## src/rtl/booth_secuencial.sv

```systemverilog
// Radix-2 Booth sequential signed multiplier: captures operands on a rising edge of
// inicio, runs N add/sub+shift iterations, then holds the 2N-bit product.
module booth_secuencial #(
  parameter int N = 8
) (
  input  logic           CLK100MHZ,
  input  logic           reset,
  input  logic [N-1:0]   multiplicador,
  input  logic [N-1:0]   multiplicando,
  input  logic           inicio,
  output logic [2*N-1:0] producto,
  output logic           listo,
  output logic           ocupado
);

  localparam int CW = (N > 1) ? $clog2(N) : 1;
  localparam logic [CW-1:0] LAST = CW'(N - 1);

  typedef enum logic [1:0] {IDLE, CALC, DONE} state_t;

  state_t        r_state, w_state_next;
  logic [N:0]    r_a, r_m, w_a_sum, w_a_new;
  logic [N-1:0]  r_q, w_q_new;
  logic          r_q_1, w_q_1_new;
  logic          r_inicio_q;
  logic [CW-1:0] r_cnt;
  logic          w_start, w_last;

  assign w_start = inicio & ~r_inicio_q;
  assign w_last  = (r_cnt == LAST);

  // One Booth step: add/sub on N+1 bits, then arithmetic shift of {A', Q, Q_1}.
  always_comb begin
    // NOTE: every always_comb output gets a default first so no path can infer a latch.
    w_a_sum = r_a;
    case ({r_q[0], r_q_1})
      2'b01:   w_a_sum = r_a + r_m;
      2'b10:   w_a_sum = r_a - r_m;
      default: w_a_sum = r_a;
    endcase
    {w_a_new, w_q_new, w_q_1_new} = {w_a_sum[N], w_a_sum, r_q};
  end

  always_comb begin
    w_state_next = r_state;
    case (r_state)
      IDLE:    if (w_start) w_state_next = CALC;
      CALC:    if (w_last) w_state_next = DONE;
      DONE:    if (!inicio) w_state_next = IDLE;
      default: w_state_next = IDLE;
    endcase
  end

  always_ff @(posedge CLK100MHZ) begin
    // NOTE: sequential state uses non-blocking assignments so all registers see pre-edge values.
    if (reset) r_state <= IDLE;
    else       r_state <= w_state_next;
  end

  // inicio_q resets to 1 so a level held through reset never counts as a start edge.
  always_ff @(posedge CLK100MHZ) begin
    if (reset) begin
      r_inicio_q <= 1'b1;
      r_a        <= '0;
      r_q        <= '0;
      r_q_1      <= 1'b0;
      r_m        <= '0;
      r_cnt      <= '0;
      producto   <= '0;
      listo      <= 1'b0;
      ocupado    <= 1'b0;
    end else begin
      r_inicio_q <= inicio;
      ocupado    <= (w_state_next == CALC);
      listo      <= (w_state_next == DONE);
      case (r_state)
        IDLE: begin
          if (w_start) begin
            r_m   <= {multiplicando[N-1], multiplicando};
            r_q   <= multiplicador;
            r_a   <= '0;
            r_q_1 <= 1'b0;
            r_cnt <= '0;
          end
        end
        CALC: begin
          r_a   <= w_a_new;
          r_q   <= w_q_new;
          r_q_1 <= w_q_1_new;
          r_cnt <= r_cnt + 1'b1;
          if (w_last) producto <= {w_a_new[N-1:0], w_q_new};
        end
        default: ;
      endcase
    end
  end

endmodule

```

## config.mk

```make
export PLATFORM = sky130hd
export DESIGN_NAME = booth_secuencial
export DESIGN_NICKNAME = d
export VERILOG_FILES = /design/src/rtl/booth_secuencial.sv
export SDC_FILE = /design/constraint.sdc
export NUM_CORES = 1
export LEC_CHECK = 0
export ABC_CLOCK_PERIOD_IN_PS = 3700
export CAP_MARGIN = 25
export CORE_ASPECT_RATIO = 0.75
export CORE_MARGIN = 4
export CORE_UTILIZATION = 52
export CTS_BUF_LIST = sky130_fd_sc_hd__clkbuf_4
export DETAILED_ROUTE_END_ITERATION = 7
export PLACE_DENSITY = 0.78
export SYNTH_ARGS = -nofsm -noshare
export SYNTH_HDL_FRONTEND = slang
export SYNTH_SLANG_ARGS = --single-unit
export TNS_END_PERCENT = 20
```

## constraint.sdc

```tcl
create_clock -name CLK100MHZ -period 3.7 [get_ports CLK100MHZ]
set_input_delay 0.925 -clock CLK100MHZ [delete_from_list [all_inputs] [get_ports CLK100MHZ]]
set_output_delay 0.925 -clock CLK100MHZ [all_outputs]
set_load 0.05 [all_outputs]
```

======== Word-level counts from Yosys, hierarchy flattened ========
Index checks and enable logic that the tools add are counted.
W data, S select, Z words.
operators by class
  add/sub/neg operators ................... 3
  multipliers ............................. 0
  divide/modulo/power cells ............... 0
  magnitude comparators ................... 0
  equality and inequality tests ........... 8
  shift-type cells ........................ 0
  muxes and demuxes ....................... 13
  bitwise operators ....................... 2
  reduce and logical (&&, ||, !) cells .... 5
operator list
  cell                   number
  $pmux W9 S2            2
  $pmux W8 S2            1
  $add A9 B9 Y9          1
  $mux W9                1
  $sub A9 B9 Y9          1
  $mux W8                1
  $eq A2 B1 Y1 const B   3
  $eq A2 B2 Y1 const B   3
  $mux W2                3
  $pmux W2 S3            1
  $pmux W3 S2            1
  $reduce_and A2 Y1      3
  $add A3 B1 Y3 const B  1
  $eq A3 B3 Y1 const B   1
  $mux W3                1
  $logic_not A2 Y1       1
  $ne A2 B2 Y1 const B   1
  $pmux W1 S2            1
  $reduce_bool A2 Y1     1
  $and A1 B1 Y1          1
  $mux W1                1
  $not A1 Y1             1
word-level totals
  register bits after elaboration ......... 50
  bits in latches ......................... 0
  memory bits (writable) .................. 0
  memory bits (read-only) ................. 0
  bits of input ports ..................... 19
  output and inout bits ................... 18
  memories kept ........................... 0

======== Depth between registers and ports, before layout ========
Gate-level depths: netlist (run 1).
  depth after elaboration ................. 5
  depth in mapped cells ................... 11

======== Worst setup path before layout (run 1) ========
Ideal clock, no wire load.
  kind .................................... reg-to-reg
  start point ............................. reg r_m[2]
  end point ............................... reg producto[15]
  setup time .............................. 0.088 ns
  arrival ................................. 2.642 ns
  slack ................................... 0.970 ns
  stages on the path, launching flop included .. 11
  buffers on the path ..................... 0
  period minus slack after synthesis ...... 2.730 ns
  path through ............................ dfxtp_1 -> or3_1 -> nor3_1 -> nor2_1 -> xnor2_1 -> ha_1 -> o211ai_1 -> o21a_1 -> or4_4 -> a21o_1 -> a311oi_2
between the ends
  cells in the longest elaborated chain, start to end .. 2
  elaborated cells on any way between the ends .. 3
  those cells by class .................... add/sub (2); mux (1)
ends and longest elaborated chain
  item                                                   line    RTL
  start, declared                                        22      logic [N:0] r_a, r_m, w_a_sum, w_a_new;
  start signal, assigned                                 79      r_m <= {multiplicando[N-1], multiplicando};
  $sub A9 B9 Y9 / $add A9 B9 Y9 (equally long branches)  38, 37
  $pmux W9 S2 *                                          36      case ({r_q[0], r_q_1})
  end signal, assigned                                   91      if (w_last) producto <= {w_a_new[N-1:0], w_q_new};
  end, declared                                          11      output logic [2*N-1:0] producto,
Mark *: on every way between the ends. The rest lies on a longest branch, timed or not.
A chain may end at the register's enable or synchronous reset.

======== Worst setup path in the final report (run 1) ========
Ends and elaborated chain as after synthesis.

==> results of run 1 <==
-- layer usage --
layer	GRT usage	up-vias	share of wire	routed length, um
met2	0.2936	55	0.43	2334
met5	0	-	0	0
li1	-	1127	-	-
met3	0.04512	6	0.055	297
met4	0.04023	0	0.0053	29
met1	0.2704	1010	0.51	2772
-- kinds of logic (layout without fill, tap and decap cells) --
group | Yosys count | in the layout | share of synthesized area
simple gates | 120 | 120 | 0.2174
mux | 5 | 5 | 0.02046
xor+xnor | 10 | 10 | 0.03581
fa+ha+maj | 13 | 13 | 0.06956
compound gates | 81 | 81 | 0.2133
flops | 49 | 49 | 0.4010
buf+inv | 27 | 57 | 0.04246
-- registers in the layout, summed over array words and instances (netlist names) --
name and count:
r_inicio_q 1, r_m 8, r_q 8, r_a 8
r_q_1 1, producto 16, r_cnt 3, ocupado 1
r_state 2, listo 1
-- synthesized netlist by cell type (5+ instances only) --
| cell | count | area [um^2] |
|---|---|---|
| a211oi_1 | 11 | 82.58 |
| nor2_1 | 30 | 112.6 |
| a311oi_1 | 8 | 70.07 |
| mux2i_1 | 5 | 50.05 |
| ha_1 | 12 | 150.1 |
| clkbuf_1 | 16 | 60.06 |
| nand2_1 | 60 | 225.2 |
| inv_1 | 8 | 30.03 |
| dfxtp_1 | 49 | 980.9 |
| o21ai_0 | 8 | 40.04 |
| nand3_1 | 8 | 40.04 |
| a21oi_1 | 35 | 175.2 |
| xnor2_1 | 9 | 78.83 |
-- path summary, 6_finish.rpt --
| path | from | slack, ns | endpoint |
|---|---|---|---|
| worst max-delay path | r_m[2]$_SDFFE_PP0P_ | 0.77 | producto[15]$_SDFFE_PP0P_ |
| worst min-delay path | producto[5]$_SDFFE_PP0P_ | 0.46 | producto[5]$_SDFFE_PP0P_ |
| worst max register to register | r_m[2]$_SDFFE_PP0P_ | 0.77 | producto[15]$_SDFFE_PP0P_ |
| worst min register to register | producto[5]$_SDFFE_PP0P_ | 0.46 | producto[5]$_SDFFE_PP0P_ |
-- power by group through the flow --
stage | Combinational [mW] | Clock, mW | Sequential, mW
finish | 0.209 | 0.251 | 0.555
CTS | 0.208 | 0.260 | 0.555
detailed placement | 0.208 | 0 | 0.566
global placement | 0.204 | 0 | 0.566
global route | 0.235 | 0.275 | 0.558
floorplan | 0.154 | 0 | 0.565
-- cell usage in the layout, fill, tap and decap left out, drive strengths merged, types with 8 or more instances in the layout --
cell type	instances
xnor2	9
nand3	8
o21ai	10
dfxtp	49
nand2	60
ha	12
clkdlybuf4s50	36
inv	8
a211oi	11
nor2	30
a311oi	9
a21oi	35
-- critical path, stage by stage, from the launching register on --
cell and delay, ns:
dfxtp_1 0.37, or3_1 0.42, nor3_1 0.21, nor2_1 0.08, xnor2_1 0.14, ha_1 0.38
o211ai_1 0.13, o21a_1 0.21, or4_4 0.51, a21o_1 0.18, a311oi_2 0.22
-- layout make-up --
| type | count | share of cell area |
|---|---|---|
| multi-input cells | 229 | 0.4698 |
| flip-flops and latches | 49 | 0.3385 |
| repair buffers | 40 | 0.1347 |
| well taps | 57 | 0.02461 |
| clock buffers | 6 | 0.01554 |
| inverters | 9 | 0.01166 |
| clock inverters | 2 | 0.005181 |
==> impl_metrics.ini, run 1 <==
[die]
core_area_um2 = 4493
start_util = 0.5444
num_io_pins = 37
dieWidth_um = 87.20
fp.dieH_um = 67.40
die_area_um2 = 5877
rows = 21

[finish]
n_antenna_cell = 0
utilization = 0.6449
final_cell_area_um2 = 2898
multi_input_area_um2 = 1361
syn_to_final_growth_pct = 18.47
fill_cells = 384
fin_nets = 366
layout.cells.non_filler = 392
drive_gt1_frac = 0.05672
ff_latch_area_um2 = 980.9

[place]
pre_cts_ws_ns = 0.7900
dp.cells = 384
io_buffer_count = 36
place_area_um2 = 2838
routabilityCongestion = 0.8429
dpl.hpwl_mm = 3.972

[power_and_ir_drop]
p_per_area_nw_per_um2 = 350.3
p_clk_frac = 0.247
ir_drop_mv = 0.2488
power_mw = 1.015
switching_power_uw = 295.4
comb_power_share = 0.206
swShare = 0.2910
p_seq_frac = 0.547
leakage_nw = 1.011
internal-power_uw = 719.8

[global_route]
track_usage = 0.1898
grt_pass1_vias = 1951
antenna_found_initial = 0
grt-ovfl-total = 0
grt_max_degree = 26
grt_first_pass_wirelength_mm = 8.949

[setup_path]
reg2reg_depth = 10
critPathKind = flop to flop
worstSetupEndpointType = flop
cp.arrival_ns = 3.21
cp_data_required_time_ns = 3.98
startpoint_type = flop
cp_max_fo = 7

[routing]
post-route-drc-count = 0
dr.pass1.iters = 4
wl_mm = 5.434
via_count = 2198
ant_nets = 0
drt_iter0_markers = 121
wl_per_cell_um = 13.86
routed_via_density = 5.607

[sta]
max_slew.worst_pin.slew_ns = 0.9026
fin_ws_ns = 0.7684
hold_viol = 0
max_clock_freq_mhz = 341.1
max_slew_margin = 0.3983
setup_viol = 0
min_period_ns = 2.932
holdWs_ns = 0.4621
slew_violations = 0
rsz0062_at_grt = false
min_period_over_period = 0.7923
finalSetupTns_ns = 0
fin_worst_skew_ns = 0.01521

[worst_hold_path]
holdPathStages = 2
hp-class = flop to flop

[clocking]
worstSkewPairLatency_ns = 0.36
cts_setup_buffers = 0
post_cts_resized = 0
hold_buffers = 0
numCtsBuffers = 5
clockBufferDepth = 2
clk_pin_slew_ns = 0.15
cts_tree = done
clock-sinks = 49
htreeDepth = 2
cts_root_buffer = clkbuf_4

[synth]
synthArstFlopShare = 0
yosysUniqueCellTypes = 44
ys_seq_area_frac = 0.4010
syn_inst = 305
synth_area_um2 = 2446
synth_flop_cell = dfxtp_1
synth_edf_count = 0
syn_nets = 337
synth-seq-cells = 49
syn_avg_cell_area_um2 = 8.020
yosys_warnings = 0

[run_status]
status = completed

[flow_run]
cap_violations = 0
(Power assumes the default switching activity.)
==> run 2, diff against run 1 <==
--- a/config.mk
+++ b/config.mk
@@ -5,14 +5,14 @@
 export SDC_FILE = /design/constraint.sdc
 export NUM_CORES = 1
 export LEC_CHECK = 0
-export ABC_CLOCK_PERIOD_IN_PS = 3700
+export ABC_CLOCK_PERIOD_IN_PS = 2500
 export CAP_MARGIN = 25
 export CORE_ASPECT_RATIO = 0.75
 export CORE_MARGIN = 4
-export CORE_UTILIZATION = 52
+export CORE_UTILIZATION = 50
 export CTS_BUF_LIST = sky130_fd_sc_hd__clkbuf_4
 export DETAILED_ROUTE_END_ITERATION = 7
-export PLACE_DENSITY = 0.78
+export PLACE_DENSITY = 0.79
 export SYNTH_ARGS = -nofsm -noshare
 export SYNTH_HDL_FRONTEND = slang
 export SYNTH_SLANG_ARGS = --single-unit
==> constraint.sdc (replaced) <==
create_clock -name CLK100MHZ -period 2.5 [get_ports CLK100MHZ]
set_input_delay 0.625 -clock CLK100MHZ [delete_from_list [all_inputs] [get_ports CLK100MHZ]]
set_output_delay 0.625 -clock CLK100MHZ [all_outputs]
set_load 0.05 [all_outputs]
==> run 2 against run 1 <==
Sequential share of layout area fell by 2.0 points. Worst setup slack got worse by 0.95 ns. Routed wire length up 3.6%. Combinational power rose by 73%. Hold slack about the same. Maximum frequency increased by 9.1%. Utilization grew 2.6 points. Critical path type unchanged. The run now ends with negative setup slack left.
==> impl_metrics.ini, run 2 (synthesized netlist as in run 1, its figures left out) <==
[sta]
setup_viol = 3
fin_ws_ns = -0.1866
min_period_over_period = 1.075
fin_worst_skew_ns = 0.008064
slew_violations = 0
hold_viol = 0
max_slew.worst_pin.slew_ns = 0.5321
finalSetupTns_ns = -0.3255
max_clock_freq_mhz = 372.2
min_period_ns = 2.687
holdWs_ns = 0.4624
rsz0062_at_grt = true
max_slew_margin = 0.6426

[global_route]
grt_first_pass_wirelength_mm = 9.453
antenna_found_initial = 0
grt-ovfl-total = 0
track_usage = 0.1971
grt_pass1_vias = 2093
grt_max_degree = 42

[finish]
syn_to_final_growth_pct = 26.19
fill_cells = 399
utilization = 0.6713
n_antenna_cell = 0
top_register = producto
largest_register_ffs = 16
most-common-layout-cells = 60 x nand2_1, 48 x dfxtp_1, 36 x clkdlybuf4s50_1
final_common_cell = nand2_1
fin_nets = 388
drive_gt1_frac = 0.1208

[clocking]
clockBufferDepth = 2
cts_tree = done
worstSkewPairLatency_ns = 0.36
clock-sinks = 49
hold_buffers = 0
cts_setup_buffers = 0
clk_pin_slew_ns = 0.13
numCtsBuffers = 5
cts_root_buffer = clkbuf_4
htreeDepth = 2

[die]
num_io_pins = 37
start_util = 0.5320
dieWidth_um = 88.77
rows = 21
fp.dieH_um = 68.58
die_area_um2 = 6087
core_area_um2 = 4598

[setup_path]
worstSetupEndpointType = flop
r2r_end = producto[15]$_SDFFE_PP0P_
critPathKind = flop to flop
cp.arrival_ns = 2.97
max_stage_delay_ns = 0.51
reg2reg_slack_ns = -0.19
worst_path_max_delay_cell = or4_4
cp_max_fo = 4
r2r_start = r_m[2]$_SDFFE_PP0P_
path_cells = or3_4 -> nor3_4 -> nor2_1 -> xnor2_1 -> ha_1 -> o211ai_1 -> o21a_1 -> or4_4 -> a21o_1 -> a311oi_2
reg2reg_depth = 10
startpoint_type = flop
cp_data_required_time_ns = 2.78

[routing]
wl_per_cell_um = 13.63
post-route-drc-count = 0
dr.pass1.iters = 4
routed_via_density = 5.552
drt_iter0_markers = 133
ant_nets = 0
via_count = 2293
wl_mm = 5.630

[power_and_ir_drop]
p_seq_frac = 0.536
comb_power_share = 0.236
swShare = 0.2847
switching_power_uw = 435.9
p_clk_frac = 0.228
internal-power_mw = 1.095
ir_drop_mv = 0.3561
p_per_area_nw_per_um2 = 495.9
leakage_nw = 1.128

[run_status]
violations = negative setup slack
status = finished with violations

[worst_hold_path]
holdPathStages = 2
min-delay-start = producto[4]$_SDFFE_PP0P_
hp-class = flop to flop
min_to = producto[4]$_SDFFE_PP0P_

[place]
io_buffer_count = 36
routabilityCongestion = 0.8583
dpl.hpwl_mm = 4.245

[flow_run]
cap_violations = 0
-- run 2: layer usage --
layer / wire (um) / vias up / share of wire / global-route usage
met3: 351 / 5 / 0.062 / 0.03563
li1: - / 1167 / - / -
met4: 43 / 0 / 0.0076 / 0.05283
met2: 2512 / 74 / 0.45 / 0.3074
met1: 2722 / 1047 / 0.48 / 0.2808
met5: 0 / - / 0 / 0
-- run 2: cell type report --
type | instances | area (um^2) | share of cell area
Multi-Input combinational cell | 229 | 1383 | 0.4479
Sequential cell | 49 | 982.2 | 0.3182
Timing Repair Buffer | 62 | 568.0 | 0.1840
Tap cell | 57 | 71.32 | 0.02310
Clock buffer | 6 | 45.04 | 0.01459
Inverter | 9 | 33.78 | 0.01094
Clock inverter | 1 | 3.754 | 0.001216
-- run 2: worst max-delay path by stage --
stage	cells past startpoint	end	startpoint
detailed placement	10	producto[15]$_SDFFE_PP0P_	r_m[2]$_SDFFE_PP0P_
CTS	10	producto[15]$_SDFFE_PP0P_	r_m[2]$_SDFFE_PP0P_
finish	10	producto[15]$_SDFFE_PP0P_	r_m[2]$_SDFFE_PP0P_
global route	11	producto[15]$_SDFFE_PP0P_	r_m[2]$_SDFFE_PP0P_
floorplan	10	producto[15]$_SDFFE_PP0P_	r_m[2]$_SDFFE_PP0P_
global placement	10	producto[15]$_SDFFE_PP0P_	r_m[2]$_SDFFE_PP0P_
-- run 2: power groups by stage --
stage | registers, mW | logic [mW] | clock network [mW]
after floorplan | 0.836 | 0.230 | 0
after global placement | 0.836 | 0.346 | 0
after detailed placement | 0.837 | 0.357 | 0
after CTS | 0.820 | 0.359 | 0.353
after global routing | 0.824 | 0.406 | 0.387
final | 0.820 | 0.362 | 0.349
-- run 2: worst max-delay path: cells and delay by family, from the launching register on --
kind	cells	cell delay (ns)
AOI/OAI and AO/OA	4	0.72
xor gates and xnor gates	1	0.12
adders and majority gates	1	0.32
DFF	1	0.34
and+or+nand+nor	4	1.12
-- run 2: metrics by stage --
step | cells | cell area, um^2 | setup slack [ns] | total power, mW
after global placement | 406 | 3025 | -0.1093 | 1.182
final | 413 | 3087 | -0.1866 | 1.531
after CTS | 413 | 3082 | -0.1910 | 1.532
after floorplan | 305 | 2456 | -0.1725 | 1.066
after detailed placement | 406 | 3025 | -0.1790 | 1.193
after global routing | 413 | 3087 | -0.3377 | 1.617
-- run 2: what timing repair did --
item,in CTS,in global routing
pin swaps,2,0
endpoints found under the setup margin,3,8
resized for setup,2,2
endpoints found under the hold margin,0,0
==> run 3, diff against run 2 <==
--- a/config.mk
+++ b/config.mk
@@ -9,10 +9,10 @@
 export CAP_MARGIN = 25
 export CORE_ASPECT_RATIO = 0.75
 export CORE_MARGIN = 4
-export CORE_UTILIZATION = 50
-export CTS_BUF_LIST = sky130_fd_sc_hd__clkbuf_4
+export CORE_UTILIZATION = 45
 export DETAILED_ROUTE_END_ITERATION = 7
-export PLACE_DENSITY = 0.79
+export PLACE_DENSITY = 0.72
+export REMOVE_ABC_BUFFERS = 1
 export SYNTH_ARGS = -nofsm -noshare
 export SYNTH_HDL_FRONTEND = slang
 export SYNTH_SLANG_ARGS = --single-unit
==> run 3 against run 2 <==
The flow still finishes with violations (negative setup slack). Critical path depth unchanged. Die area rose by 9.9%. Sequential share of layout area down 1.1 points. Cell area up 3.4%. Final cell count rose by 4.1%. Count of clock-buffer cells in the layout fell by 1. Register-to-register slack got worse by 0.03 ns. Sequential cell count is the same. Sequential power about the same. Clock power up 64%. Non-clock buffer count increased by 1. Critical endpoint unchanged. Largest cell class unchanged. Highest routed layer unchanged.
==> impl_metrics.ini, run 3 (synthesized netlist as in run 1, its figures left out) <==
[run_status]
status = finished with violations
violations = negative setup slack

[clocking]
worstSkewPairLatency_ns = 0.30
clockBufferDepth = 2
numCtsBuffers = 5
htreeDepth = 2
clock-sinks = 49
cts_root_buffer = clkbuf_8
cts_tree = done
clk_pin_slew_ns = 0.09

[die]
core_area_um2 = 5065
die_area_um2 = 6692
dieWidth_um = 93.14
num_io_pins = 37
rows = 22
fp.dieH_um = 71.85
start_util = 0.4830

[setup_path]
max_stage_delay_ns = 0.50
worst_path_max_delay_cell = or4_4
cp_max_fo = 4
startpoint_type = flop
reg2reg_depth = 10
worstSetupEndpointType = flop
critPathKind = flop to flop
crit_cells = 10
path_cells = or3_4 -> nor3_4 -> nor2_2 -> xnor2_1 -> ha_1 -> o211ai_1 -> o21a_1 -> or4_4 -> a21o_1 -> a311oi_2
cpLargestDelayFamily = simple AND/OR/NAND/NOR gates
cp_data_required_time_ns = 2.72
cp.arrival_ns = 2.93
cp_num_buf_inv = 0

[finish]
utilization = 0.6302
most-common-layout-cells = 60 x nand2_1, 49 x dfxtp_1, 36 x clkdlybuf4s50_1
largest_register_ffs = 16
fill_cells = 472
drive_gt1_frac = 0.1425
layout.cells.non_filler = 430
top_register = producto
fin_nets = 389
syn_to_final_growth_pct = 30.49
n_antenna_cell = 0
final_common_cell = nand2_1

[global_route]
gr-usage-met2 = 0.2650
grt_max_degree = 28
busiest_layer = met2
antenna_found_initial = 0
grt_first_pass_wirelength_mm = 9.673
track_usage = 0.1789
grt_pass1_vias = 2033
grt.met1_usage = 0.2549
globalRouteMet3Util = 0.04722
grt-ovfl-total = 0

[power_and_ir_drop]
leakage_nw = 1.158
power_mw = 1.775
ir_drop_mv = 0.3172
p_per_area_nw_per_um2 = 556.3

[routing]
post-route-drc-count = 0
wl_per_cell_um = 13.47
dr.pass1.iters = 4
ant_nets = 0
routed_via_density = 5.314
drt_iter0_markers = 148
wl_mm = 5.793
via_count = 2285

[worst_hold_path]
hp-class = flop to flop
holdPathStages = 2

[sta]
min_period_over_period = 1.085
max_slew.worst_pin.slew_ns = 0.5170
slew_violations = 0
min_period_ns = 2.714
max_clock_freq_mhz = 368.5
setup_viol = 2
fin_worst_skew_ns = 0.006967
fin_ws_ns = -0.2136
max_slew_margin = 0.6543
rsz0062_at_grt = true
hold_viol = 0

[place]
routabilityCongestion = 0.8831
dpl.hpwl_mm = 4.316
io_buffer_count = 36
dp.cells = 421

[flow_run]
cap_violations = 0
-- run 3: cell count changes in the layout (fill, tap and decap cells not counted), sizes merged --
cell	change
clkbuf	-1
buf	+1
bufinv	+1
clkinvlp	+1
-- run 3: final timing paths --
kind                                  from                   endpoint  slack, ns
setup / recovery       r_m[2]$_SDFFE_PP0P_  producto[15]$_SDFFE_PP0P_      -0.21
hold / removal    producto[5]$_SDFFE_PP0P_   producto[5]$_SDFFE_PP0P_       0.46
setup reg to reg       r_m[2]$_SDFFE_PP0P_  producto[15]$_SDFFE_PP0P_      -0.21
hold reg to reg   producto[5]$_SDFFE_PP0P_   producto[5]$_SDFFE_PP0P_       0.46
-- run 3: timing repair --
item / CTS / global route
setup endpoints to repair: 6 / 12
setup buffers: 1 / 0
hold buffers: 0 / 0
gates resized for setup: 6 / 4
endpoints found under the hold margin: 0 / 0
pin swaps: 7 / 5
-- run 3: tightest hold or removal path: cells and delay by family, from the launching register on --
family	cells	cell delay [ns]
AO/OA/AOI/OAI	1	0.05
AND/OR/NAND/NOR	1	0.05
flip-flops	1	0.32
-- run 3: power breakdown --
part	leakage (nW)	switching (mW)	internal, mW
registers	0.397	0.0177	0.801
clock network	0.0543	0.274	0.300
logic	0.707	0.196	0.187
-- run 3: area by class of cell --
cell class	count	area (um^2)	share of cell area
clock buffers	5	68.82	0.02156
clock inverters	3	46.29	0.01450
multi-input cells	229	1409	0.4414
repair buffers	63	563.0	0.1764
inverters	9	33.78	0.01058
flip-flops and latches	49	980.9	0.3073
well taps	72	90.09	0.02822
-- run 3: through the flow --
| stage | area [um^2] | setup TNS, ns | hold slack (ns) | worst slack (ns) |
|---|---|---|---|---|
| 2_1_floorplan | 2376 | -0.4083 | 0.4394 | -0.2263 |
| 3_3_place_gp | 3022 | -0.4135 | 0.4425 | -0.2118 |
| 3_5_place_dp | 3022 | -1.013 | 0.4480 | -0.3552 |
| 4_1_cts | 3176 | -0.4864 | 0.4614 | -0.2797 |
| 5_1_grt | 3192 | -1.668 | 0.4763 | -0.3527 |
| 6_report | 3192 | -0.3609 | 0.4586 | -0.2136 |
-- run 3: metal layers --
layer | wire length (um) | part of all wire
met1 | 2873 | 0.50
met2 | 2468 | 0.43
met3 | 405 | 0.070
met4 | 46 | 0.0079
met5 | 0 | 0
